**config.mk**
```make
export PLATFORM = sky130hd
export DESIGN_NAME = i2c_master_arb
export DESIGN_NICKNAME = d
export VERILOG_FILES = /design/src/rtl/i2c_master_arb.sv
export SDC_FILE = /design/constraint.sdc
export NUM_CORES = 1
export LEC_CHECK = 0
export BUFFER_PORTS_ARGS = -buffer_cell sky130_fd_sc_hd__buf_2
export CAP_MARGIN = 20
export CELL_PAD_IN_SITES_DETAIL_PLACEMENT = 0
export CELL_PAD_IN_SITES_GLOBAL_PLACEMENT = 1
export CORE_AREA = 2 2 83 85
export DETAILED_ROUTE_END_ITERATION = 16
export DIE_AREA = 0 0 85 87
export GPL_TIMING_DRIVEN = 0
export PLACE_DENSITY_LB_ADDON = 0.05
export SLEW_MARGIN = 0
export SYNTH_ARGS = -nofsm -noshare
export SYNTH_HDL_FRONTEND = slang
export SYNTH_SLANG_ARGS = --single-unit
```
**constraint.sdc**
```tcl
create_clock -name clk -period 2.6 [get_ports clk]
set_clock_uncertainty 0.15 [all_clocks]
set_input_delay 0.39 -clock clk [delete_from_list [all_inputs] [get_ports clk]]
set_output_delay 0.39 -clock clk [all_outputs]
set_load 0.005 [all_outputs]
```
**src/rtl/i2c_master_arb.sv**
```systemverilog
// i2c_master_arb
// Two-requester arbiter in front of a single I2C master. One command is
// accepted at a time from req0 or req1. It is forwarded to the master and
// held there until the master reports done, or until a cycle budget runs out.
// The result is then returned to the requester that owns the grant.
//
// Parameters
//   TIMEOUT_CYCLES : clk cycles allowed from ISSUE entry to master done
// Ports
//   clk, rst                      : system clock, synchronous active-high reset
//   reqN_valid/rw/addr/din        : command from requester N (sampled in IDLE only)
//   reqN_ready                    : one-cycle accept pulse (first ISSUE cycle)
//   reqN_done/ackErr/dout         : one-cycle completion with status and read data
//   gnt                           : one-hot current owner, 0 when idle
//   timeout                       : pulses with done when the command was aborted
//   m_dataValid/rw/addr/din       : command to the I2C master
//   m_busy/done/ackErr/dout       : status from the I2C master
//
// state     | meaning
// ----------+-----------------------------------------------------------
// IDLE      | no owner; arbitrate and latch a pending command
// ISSUE     | m_dataValid high, waiting for the master to go busy
// WAIT_DONE | master running the transfer, waiting for m_done
// RESP      | one-cycle done pulse to the owner, release the grant
module i2c_master_arb #(
    parameter int TIMEOUT_CYCLES = 20000
) (
    input  logic       clk,
    input  logic       rst,
    input  logic       req0_valid,
    input  logic       req0_rw,
    input  logic [6:0] req0_addr,
    input  logic [7:0] req0_din,
    output logic       req0_ready,
    output logic       req0_done,
    output logic       req0_ackErr,
    output logic [7:0] req0_dout,
    input  logic       req1_valid,
    input  logic       req1_rw,
    input  logic [6:0] req1_addr,
    input  logic [7:0] req1_din,
    output logic       req1_ready,
    output logic       req1_done,
    output logic       req1_ackErr,
    output logic [7:0] req1_dout,
    output logic [1:0] gnt,
    output logic       timeout,
    output logic       m_dataValid,
    output logic       m_rw,
    output logic [6:0] m_addr,
    output logic [7:0] m_din,
    input  logic       m_busy,
    input  logic       m_done,
    input  logic       m_ackErr,
    input  logic [7:0] m_dout
);

    localparam int CW = $clog2(TIMEOUT_CYCLES + 1);

    typedef enum logic [1:0] {
        IDLE      = 2'd0,
        ISSUE     = 2'd1,
        WAIT_DONE = 2'd2,
        RESP      = 2'd3
    } state_t;

    state_t        state, state_nx;
    logic [1:0]    gnt_q, gnt_nx;
    logic [1:0]    ready_q, ready_nx;
    // 1 when req1 was served most recently, so req0 wins the next tie
    logic          last1_q, last1_nx;
    logic          rw_q, rw_nx;
    logic [6:0]    addr_q, addr_nx;
    logic [7:0]    din_q, din_nx;
    logic [7:0]    dout_q, dout_nx;
    logic          err_q, err_nx;
    logic          to_q, to_nx;
    logic [CW-1:0] cnt_q, cnt_nx;
    logic          pick0;
    logic          tmo_hit;
    logic          resp0, resp1;

    // The counter reads k during the k-th cycle after ISSUE entry, so leaving
    // at count TIMEOUT_CYCLES-1 puts RESP exactly TIMEOUT_CYCLES cycles later.
    assign tmo_hit = (cnt_q == CW'(TIMEOUT_CYCLES - 1));

    // Round robin: on a tie, take the requester that was not served last.
    assign pick0 = req0_valid & (~req1_valid | last1_q);

    always_ff @(posedge clk) begin
        if (rst) begin
            state   <= IDLE;
            gnt_q   <= 2'b00;
            ready_q <= 2'b00;
            last1_q <= 1'b1;
            rw_q    <= 1'b0;
            addr_q  <= 7'h00;
            din_q   <= 8'h00;
            dout_q  <= 8'h00;
            err_q   <= 1'b0;
            to_q    <= 1'b0;
            cnt_q   <= '0;
        end else begin
            state   <= state_nx;
            gnt_q   <= gnt_nx;
            ready_q <= ready_nx;
            last1_q <= last1_nx;
            rw_q    <= rw_nx;
            addr_q  <= addr_nx;
            din_q   <= din_nx;
            dout_q  <= dout_nx;
            err_q   <= err_nx;
            to_q    <= to_nx;
            cnt_q   <= cnt_nx;
        end
    end

    always_comb begin
        state_nx = state;
        gnt_nx   = gnt_q;
        ready_nx = 2'b00;
        last1_nx = last1_q;
        rw_nx    = rw_q;
        addr_nx  = addr_q;
        din_nx   = din_q;
        dout_nx  = dout_q;
        err_nx   = err_q;
        to_nx    = to_q;
        cnt_nx   = cnt_q;

        unique case (state)
            IDLE: begin
                if (req0_valid | req1_valid) begin
                    gnt_nx   = pick0 ? 2'b01 : 2'b10;
                    ready_nx = pick0 ? 2'b01 : 2'b10;
                    rw_nx    = pick0 ? req0_rw   : req1_rw;
                    addr_nx  = pick0 ? req0_addr : req1_addr;
                    din_nx   = pick0 ? req0_din  : req1_din;
                    cnt_nx   = '0;
                    state_nx = ISSUE;
                end
            end
            ISSUE, WAIT_DONE: begin
                cnt_nx = cnt_q + CW'(1);
                // A real completion beats an expiring budget in the same cycle.
                if (m_done) begin
                    dout_nx  = m_dout;
                    err_nx   = m_ackErr;
                    to_nx    = 1'b0;
                    state_nx = RESP;
                end else if (tmo_hit) begin
                    dout_nx  = 8'h00;
                    err_nx   = 1'b1;
                    to_nx    = 1'b1;
                    state_nx = RESP;
                end else if (state == ISSUE && m_busy) begin
                    state_nx = WAIT_DONE;
                end
            end
            RESP: begin
                last1_nx = gnt_q[1];
                gnt_nx   = 2'b00;
                state_nx = IDLE;
            end
            default: begin
                state_nx = IDLE;
            end
        endcase
    end

    assign resp0 = (state == RESP) & gnt_q[0];
    assign resp1 = (state == RESP) & gnt_q[1];

    assign m_dataValid = (state == ISSUE);
    assign m_rw        = rw_q;
    assign m_addr      = addr_q;
    assign m_din       = din_q;

    assign gnt         = gnt_q;
    assign timeout     = (state == RESP) & to_q;

    assign req0_ready  = ready_q[0];
    assign req0_done   = resp0;
    assign req0_ackErr = resp0 & err_q;
    assign req0_dout   = resp0 ? dout_q : 8'h00;

    assign req1_ready  = ready_q[1];
    assign req1_done   = resp1;
    assign req1_ackErr = resp1 & err_q;
    assign req1_dout   = resp1 ? dout_q : 8'h00;

endmodule

```
==> results of run 1 <==
[stage by stage]
step / utilization / setup slack [ns] / hold WS (ns)
floorplan: - / 0.542 / 0.294
global placement: 0.415 / 0.167 / 0.295
detailed placement: 0.415 / 0.176 / 0.299
CTS: 0.429 / 0.168 / 0.147
global route: 0.429 / 0.0809 / 0.150
finish: 0.429 / 0.303 / 0.155
[worst min-delay path by stage]
stage	endpoint	cells past startpoint	slack (ns)	from
after floorplan	last1_q	1	0.29	last1_q
after global placement	m_din[5]	2	0.30	m_din[5]
after detailed placement	m_din[1]	2	0.30	m_din[1]
after CTS	dout_q[1]	2	0.15	m_dout[1]
after global routing	dout_q[6]	2	0.15	m_dout[6]
final	dout_q[6]	2	0.16	m_dout[6]
[kinds of logic after synthesis]
family          Yosys count  synth area share
fa+ha+maj                 5            0.0285
xor+xnor                  4            0.0159
simple gates             79             0.209
flops                    48             0.437
mux                       2           0.00911
buf+inv                  36            0.0666
compound gates           65             0.233
[flip-flops by register name (all words and copies together) (netlist names)]
| register | flops |
|---|---|
| m_addr | 7 |
| to_q | 1 |
| gnt | 2 |
| cnt_q | 15 |
| ready_q | 2 |
| dout_q | 8 |
| last1_q | 1 |
| m_rw | 1 |
| state | 2 |
| err_q | 1 |
| m_din | 8 |
[power groups by stage]
stage	sequential, uW	combinational, uW	clock [uW]
final	973	724	454
after global routing	995	823	512
after CTS	973	735	478
after detailed placement	985	733	0
after global placement	988	730	0
after floorplan	983	465	0
[routing by layer]
| layer | vias up | share of wire |
|---|---|---|
| li1 | 1080 | - |
| met1 | 1012 | 0.44 |
| met2 | 59 | 0.49 |
| met3 | 7 | 0.062 |
| met4 | 0 | 0.010 |
| met5 | - | 0 |
[final cells by class]
class,instances,area [um2]
fill,702,3750
inverter,20,75.1
tap,80,100
buffer,16,71.3
clock buffer,8,90.1
multi-input combinational,155,1090
timing repair buffer,86,430
sequential,48,961
[critical path, stage by stage, from the launching register on]
cell and delay (ns):
dfxtp_1 0.39, inv_1 0.08, ha_1 0.27, buf_4 0.16
or2_2 0.12, buf_2 0.16, nand3_1 0.22, or4_1 0.54
a21oi_1 0.14
[synth_stat cells, drive strengths merged]
library cell and instances:
inv 20, nand2b 1, or4 5, buf 7, nand4 7, dfxtp 48, o2111ai 1, o21ai 8
a222oi 11, xor2 2, clkbuf 9, o31ai 5, xnor2 2, nand4bb 1, nand3 4, o41ai 1
nor3 1, or3b 1, and3 21, o21a 1, ha 5, a21oi 14, a32oi 1, nand2 6
nor2b 1, nor2 15, or3 6, a21boi 1, a22o 10, nor3b 1, a32o 5, and2 7
mux2i 2, a22oi 5, a211oi 1, a211o 1, or2 2
==> flow_summary.json, run 1 <==
{
  "layout_common_cells": "buf_2 (92), dfxtp_1 (48), and3_1 (21), inv_1 (20), nor2_1 (15)",
  "num_vias": 2158,
  "final_layout_size_suffix_gt1_frac": 0.312,
  "outcome": "complete, no violations",
  "met1_usage": 0.204,
  "ys_warn_count": 0,
  "synth-seq-cells": 48,
  "synth_cell_type_count": 43,
  "drt_pass1_iterations": 6,
  "use_met3": 0.0474,
  "post-route-period-util": 0.883,
  "cp.arrival_ns": 2.38,
  "start_kind": "flop",
  "synth_top_area_frac": 0.437,
  "grt_most_used_layer": "met2",
  "worstReg2RegStart": "state[0]",
  "placed_cells": 405,
  "power_density_nw_per_um2": 763,
  "nNetsFinal": 384,
  "hold_violations": 0,
  "ant_nets": 0,
  "synth_fp_nets": 291,
  "cts_root_buf": "clkbuf_8",
  "layoutNonFillerInstCount": 413,
  "report.final.slew_viol_count": 0,
  "crit_end": "cnt_q[14]",
  "required_ns": 2.68,
  "r2r_cells": 8,
  "hold_path_class": "primary input to flop",
  "die-height_um": 87,
  "cts_setup_buffers": 0,
  "wirelength_um": 5760,
  "grtUsageTotal": 0.157,
  "area_growth_syn_to_layout_pct": 28.2,
  "diodes": 0,
  "design.core.area_um2": 6570,
  "r2r_slack_ns": 0.30,
  "drv_cap": 0,
  "critPathKind": "flop to flop",
  "io_pins": 89,
  "die_area_um2": 7400,
  "internal_power_uw": 1410,
  "slew_headroom": 0.527,
  "antenna_found_initial": 0,
  "final_common_cell": "buf_2",
  "vdd_drop_max_v": 0.000317,
  "cp-end-kind": "flop",
  "grt_pass1_wl_um": 9460,
  "rsz0062_at_grt": "no",
  "p_leak_uw": 0.00142,
  "synthTopCellsByArea": "dfxtp_1 (44%), and3_1 (6.0%), a222oi_1 (5.0%)",
  "drc": 0,
  "syn_area_um2": 2200,
  "p_switching_uw": 739,
  "post_cts_resized": 0,
  "netlist_instances": 239,
  "start_util": 0.335,
  "setup.worst_path.start": "state[0]",
  "clk_latency_ns": 0.30,
  "yosysSeqAreaShare": 0.437,
  "gp_routability_congestion": 0.737,
  "path_max_fanout": 10,
  "design_area_um2": 2820,
  "grt_max_degree": 14,
  "h-tree-depth": 2,
  "cts_hold_buffers": 0,
  "seqPwrFrac": 0.452,
  "tns_ns": 0,
  "fmaxAchievable_ghz": 0.435,
  "clk_path_buf_depth": 2,
  "reg2reg_to": "cnt_q[14]",
  "die_width_um": 85,
  "worstMarginPinSlew_ns": 0.704,
  "postPlaceCellArea_um2": 2730,
  "fin_crit_ns": 2.30,
  "pwr-share-clk": 0.211,
  "grt_pass1_vias": 2036,
  "setup_viol": 0,
  "swShare": 0.344,
  "p_total_uw": 2150,
  "grt-ovfl-total": 0,
  "rows": 30,
  "place_hpwl_um": 4270,
  "comb_power_share": 0.337,
  "path_clk_slew_ns": 0.09,
  "numCtsBuffers": 5,
  "met2_usage": 0.253,
  "io_buffers": 86,
  "cts_tree": "yes",
  "yosysTopAreaCell": "dfxtp_1",
  "dr.first_iter.drc_count": 130,
  "clock-sinks": 48,
  "via_per_inst": 5.23,
  "syn_avg_cell_area_um2": 9.20,
  "wire_per_inst_um": 13.9
}
Power figures use the tool's default switching activity.
==> run 2: changes to the inputs <==
==> constraint.sdc (replaced) <==
create_clock -name clk -period 2.35 [get_ports clk]
set_clock_uncertainty 0.15 [all_clocks]
set_input_delay 0.3525 -clock clk [delete_from_list [all_inputs] [get_ports clk]]
set_output_delay 0.3525 -clock clk [all_outputs]
set_load 0.005 [all_outputs]
==> run 2 against run 1 <==
Compared with the run above: sequential power rose by 11%; global-route usage unchanged; worst setup slack got worse by 0.15 ns; die area is the same; maximum frequency is 4.5% higher; flip-flop and latch count did not move; critical path depth stayed put; combinational power grew 11%; clock power grew 11%; hold slack worse by 0.037 ns; utilization is 0.25 points higher; final cell count is 0.24% higher; critical path type unchanged; largest power group unchanged; highest routed layer unchanged.
==> flow_summary.json, run 2 (synthesized netlist as in run 1, its figures left out) <==
{
  "crit_slowest_cell": "or4_1",
  "grt_pass1_vias": 2036,
  "placed_cells": 405,
  "clk_latency_ns": 0.29,
  "start_kind": "flop",
  "post-route-period-util": 0.935,
  "diodes": 0,
  "power_density_nw_per_um2": 842,
  "grtUsageTotal": 0.157,
  "start_util": 0.335,
  "area_growth_syn_to_layout_pct": 29.0,
  "gp_routability_congestion": 0.737,
  "seq_area_um2": 962,
  "r2r_slack_ns": 0.15,
  "cts_hold_buffers": 0,
  "tns_ns": 0,
  "num_vias": 2157,
  "dr.first_iter.drc_count": 105,
  "vdd_drop_max_v": 0.000365,
  "ant_nets": 0,
  "r2r_cells": 8,
  "cp.arrival_ns": 2.28,
  "antenna_found_initial": 0,
  "clk_path_buf_depth": 2,
  "wire_per_inst_um": 13.8,
  "io_buffers": 86,
  "whs_ns": 0.118,
  "drt_pass1_iterations": 5,
  "p_leak_uw": 0.00143,
  "drc": 0,
  "largest_reg_flops": 15,
  "multi_input_area_um2": 1100,
  "critPathKind": "flop to flop",
  "die-height_um": 87,
  "crit_chain": "inv_1 -> ha_1 -> buf_4 -> or2_2 -> buf_2 -> nand3_2 -> or4_1 -> a21oi_1",
  "fillCellCount": 701,
  "nNetsFinal": 385,
  "io_pins": 89,
  "worstMarginPinSlew_ns": 0.697,
  "cts_tree": "yes",
  "h-tree-depth": 2,
  "clock-sinks": 48,
  "design.core.area_um2": 6570,
  "p_total_uw": 2390,
  "setup_viol": 0,
  "slew_headroom": 0.531,
  "rows": 30,
  "cts_root_buf": "clkbuf_8",
  "rsz0062_at_grt": "yes",
  "grt_pass1_wl_um": 9460,
  "fin_ws_ns": 0.153,
  "worstHoldPathCells": 2,
  "path_max_fanout": 10,
  "final_common_cell": "buf_2",
  "critical_path.max_stage_delay_ns": 0.52,
  "wirelength_um": 5730,
  "die_area_um2": 7400,
  "regMostFlops": "cnt_q",
  "drv_cap": 0,
  "layout_common_cells": "buf_2 (92), dfxtp_1 (47), and3_1 (21), inv_1 (20), nor2_1 (15)",
  "numCtsBuffers": 5,
  "path_clk_slew_ns": 0.09,
  "place_hpwl_um": 4270,
  "cp-end-kind": "flop",
  "outcome": "complete, no violations",
  "dp_slack_ns": -0.0735,
  "via_per_inst": 5.21,
  "grt-ovfl-total": 0,
  "hold_violations": 0,
  "required_ns": 2.43,
  "report.final.slew_viol_count": 0,
  "die_width_um": 85,
  "hold_path_class": "primary input to flop",
  "grt_max_degree": 14,
  "layoutNonFillerInstCount": 414,
  "fin_crit_ns": 2.20,
  "fmaxAchievable_ghz": 0.455,
  "final_layout_size_suffix_gt1_frac": 0.326
}
==> run 2: power by group <==
group / internal (uW) / switching, uW
sequential: 981 / 96.8
clock: 241 / 264
combinational: 345 / 461
total: 1570 / 821
==> run 2: metal layers <==
layer / wire (um) / part of all wire / global-route usage
met1: 2530 / 0.44 / 0.204
met2: 2810 / 0.49 / 0.253
met3: 332 / 0.058 / 0.0474
met4: 58 / 0.010 / 0.0418
met5: 0 / 0 / 0
==> run 2: worst paths after layout <==
kind	start	endpoint
min	m_dout[6]	dout_q[6]
min reg2reg	m_addr[6]	m_addr[6]
max	state[1]	cnt_q[14]
max reg2reg	state[1]	cnt_q[14]
==> run 2: through the flow <==
step	cell area (um2)	utilization
detailed placement	2730	0.415
CTS	2820	0.429
global route	2840	0.432
global placement	2730	0.415
finish	2840	0.432
floorplan	2200	-
==> run 2: cell type report <==
class / instances / share of cell area
repair buffers: 87 / 0.154
flip-flops and latches: 48 / 0.339
inverters: 20 / 0.0265
well taps: 80 / 0.0353
plain buffers: 16 / 0.0260
clock buffers: 8 / 0.0318
multi-input cells: 155 / 0.387
==> run 2: repair_timing <==
item                                    CTS  global route
endpoints found under the setup margin   10            21
pin swaps                                 0             1
gates resized for setup                   1             6
setup buffers                             0             1
==> run 2: worst max-delay path, delay by kind of cell, from the launching register on <==
kind | cells | cell delay [ns]
AND/OR/NAND/NOR | 3 | 0.80
buffers and inverters | 3 | 0.41
flip-flops | 1 | 0.36
adder cells (fa/ha/maj) | 1 | 0.27
AO/OA/AOI/OAI | 1 | 0.14
==> run 3: changes to the inputs <==
--- a/config.mk
+++ b/config.mk
@@ -14,6 +14,7 @@
 export DIE_AREA = 0 0 85 87
 export GPL_TIMING_DRIVEN = 0
 export PLACE_DENSITY_LB_ADDON = 0.05
+export SETUP_SLACK_MARGIN = 0.4
 export SLEW_MARGIN = 0
 export SYNTH_ARGS = -nofsm -noshare
 export SYNTH_HDL_FRONTEND = slang
==> run 3 against run 2 <==
Compared with the run above: critical path depth is the same; die area unchanged; non-clock buffer count grew 17; global-route usage rose by 0.18 points; sequential power is essentially flat; clock-buffer cell count decreased by 2; combinational power up 32%; worst setup slack improved by 0.23 ns; utilization increased by 4.1 points; cell area grew 9.6%.
==> flow_summary.json, run 3 (synthesized netlist as in run 1, its figures left out) <==
{
  "nNetsFinal": 402,
  "hold_start": "m_dout[4]",
  "worstReg2RegStart": "state[0]",
  "critPathKind": "flop to flop",
  "antenna_found_initial": 0,
  "fin_crit_ns": 1.97,
  "clk_path_buf_depth": 2,
  "place_hpwl_um": 4200,
  "diodes": 0,
  "grtUsageTotal": 0.158,
  "vdd_drop_max_v": 0.000439,
  "cp-end-kind": "flop",
  "outcome": "complete, no violations",
  "required_ns": 2.43,
  "cpMostUsedCell": "buf_6",
  "clk_latency_ns": 0.29,
  "path_clk_slew_ns": 0.09,
  "clock-sinks": 48,
  "post-route-period-util": 0.836,
  "layoutNonFillerInstCount": 430,
  "design_area_um2": 3110,
  "die-height_um": 87,
  "power_density_nw_per_um2": 845,
  "p_leak_uw": 0.00154,
  "rsz0062_at_grt": "yes",
  "fmaxAchievable_ghz": 0.509,
  "area_growth_syn_to_layout_pct": 41.3,
  "grt_pass1_wl_um": 9490,
  "start_kind": "flop",
  "io_buffers": 86,
  "num_vias": 2217,
  "crit_slowest_cell": "or3_4",
  "via_per_inst": 5.16,
  "die_area_um2": 7400,
  "drc": 0,
  "slew_headroom": 0.508,
  "hold_path_class": "primary input to flop",
  "rows": 30,
  "crit_chain": "inv_2 -> ha_4 -> buf_6 -> or3b_4 -> buf_6 -> nand4_1 -> or3_4 -> a21oi_2",
  "final_common_cell": "buf_2",
  "placed_cells": 405,
  "regMostFlops": "cnt_q",
  "start_util": 0.335,
  "wirelength_um": 6080,
  "gp_routability_congestion": 0.771,
  "worstMarginPinSlew_ns": 0.731,
  "path_max_fanout": 6,
  "drt_pass1_iterations": 4,
  "cp.arrival_ns": 2.05,
  "drv_cap": 0,
  "dr.first_iter.drc_count": 151,
  "report.final.slew_viol_count": 0,
  "numCtsBuffers": 5,
  "hold_violations": 0,
  "grt_max_degree": 14,
  "design.core.area_um2": 6570,
  "layout_common_cells": "buf_2 (88), dfxtp_1 (41), and3_1 (20), buf_4 (20), inv_1 (18)",
  "cts_root_buf": "clkbuf_8",
  "die_width_um": 85,
  "cts_tree": "yes",
  "critical_path.max_stage_delay_ns": 0.44,
  "io_pins": 89,
  "grt-ovfl-total": 0,
  "h-tree-depth": 2,
  "ant_nets": 0,
  "largest_reg_flops": 15,
  "setup_viol": 0,
  "grt_pass1_vias": 2027,
  "whs_ns": 0.118,
  "setup.worst_path.start": "state[0]",
  "postPlaceCellArea_um2": 2750,
  "wire_per_inst_um": 14.1,
  "final_layout_size_suffix_gt1_frac": 0.443
}
run 3: cell count changes in the layout (fill, tap and decap cells not counted), moves of 3 or more:
| cell | change |
|---|---|
| a21oi_1 | -4 |
| clkbuf_1 | -4 |
| dfxtp_1 | -6 |
| buf_2 | -4 |
| a21oi_2 | +3 |
| ha_1 | -3 |
| buf_4 | +18 |
| buf_6 | +6 |
| dfxtp_2 | +5 |
run 3: worst max-delay path: cells and delay by family (launching register included):
family | cells | cell delay [ns]
flops | 1 | 0.37
compound gates | 1 | 0.11
fa+ha+maj | 1 | 0.15
simple gates | 3 | 0.84
buf+inv | 3 | 0.28
run 3: metrics by stage:
step                      setup WS (ns)   util  power, uW  setup TNS (ns)
after floorplan                   0.396      -       1630               0
after global placement          -0.0362  0.419       1930          -0.255
after detailed placement         0.0180  0.419       1930               0
after CTS                         0.386  0.454       2570               0
after global routing              0.278  0.473       2810               0
final                             0.384  0.473       2620               0
run 3: final timing paths:
kind                            cells past startpoint  slack, ns   endpoint
worst max register to register                      8       0.38   cnt_q[7]
worst min register to register                      2       0.32   m_din[0]
worst min-delay path                                2       0.12  dout_q[4]
worst max-delay path                                8       0.38   cnt_q[7]
run 3: report_power, final:
part           switching [uW]  internal (uW)  leakage [uW]
clock network             260            203     0.0000410
logic                     535            528       0.00110
registers                 110            988      0.000395
run 3: cell type report:
| type | instances | area [um2] |
|---|---|---|
| fillers | 703 | 3460 |
| multi-input cells | 155 | 1200 |
| flip-flops and latches | 48 | 972 |
| repair buffers | 104 | 569 |
| plain buffers | 16 | 116 |
| well taps | 80 | 100 |
| inverters | 20 | 75.1 |
| clock buffers | 6 | 72.6 |
| clock inverters | 1 | 5.00 |
run 3: layer usage:
metal,track usage,vias to the layer above,share of wire
met5,0,-,0
met4,0.0476,0,0.0084
met3,0.0389,5,0.047
met2,0.262,50,0.48
met1,0.204,1053,0.46
li1,-,1109,-
run 3: repair_timing:
action	in CTS	in global routing
resized for setup	23	32
buffers inserted	12	6
hold buffers	0	0
setup endpoints to repair	57	55
pin swaps	7	8
gates cloned	0	0
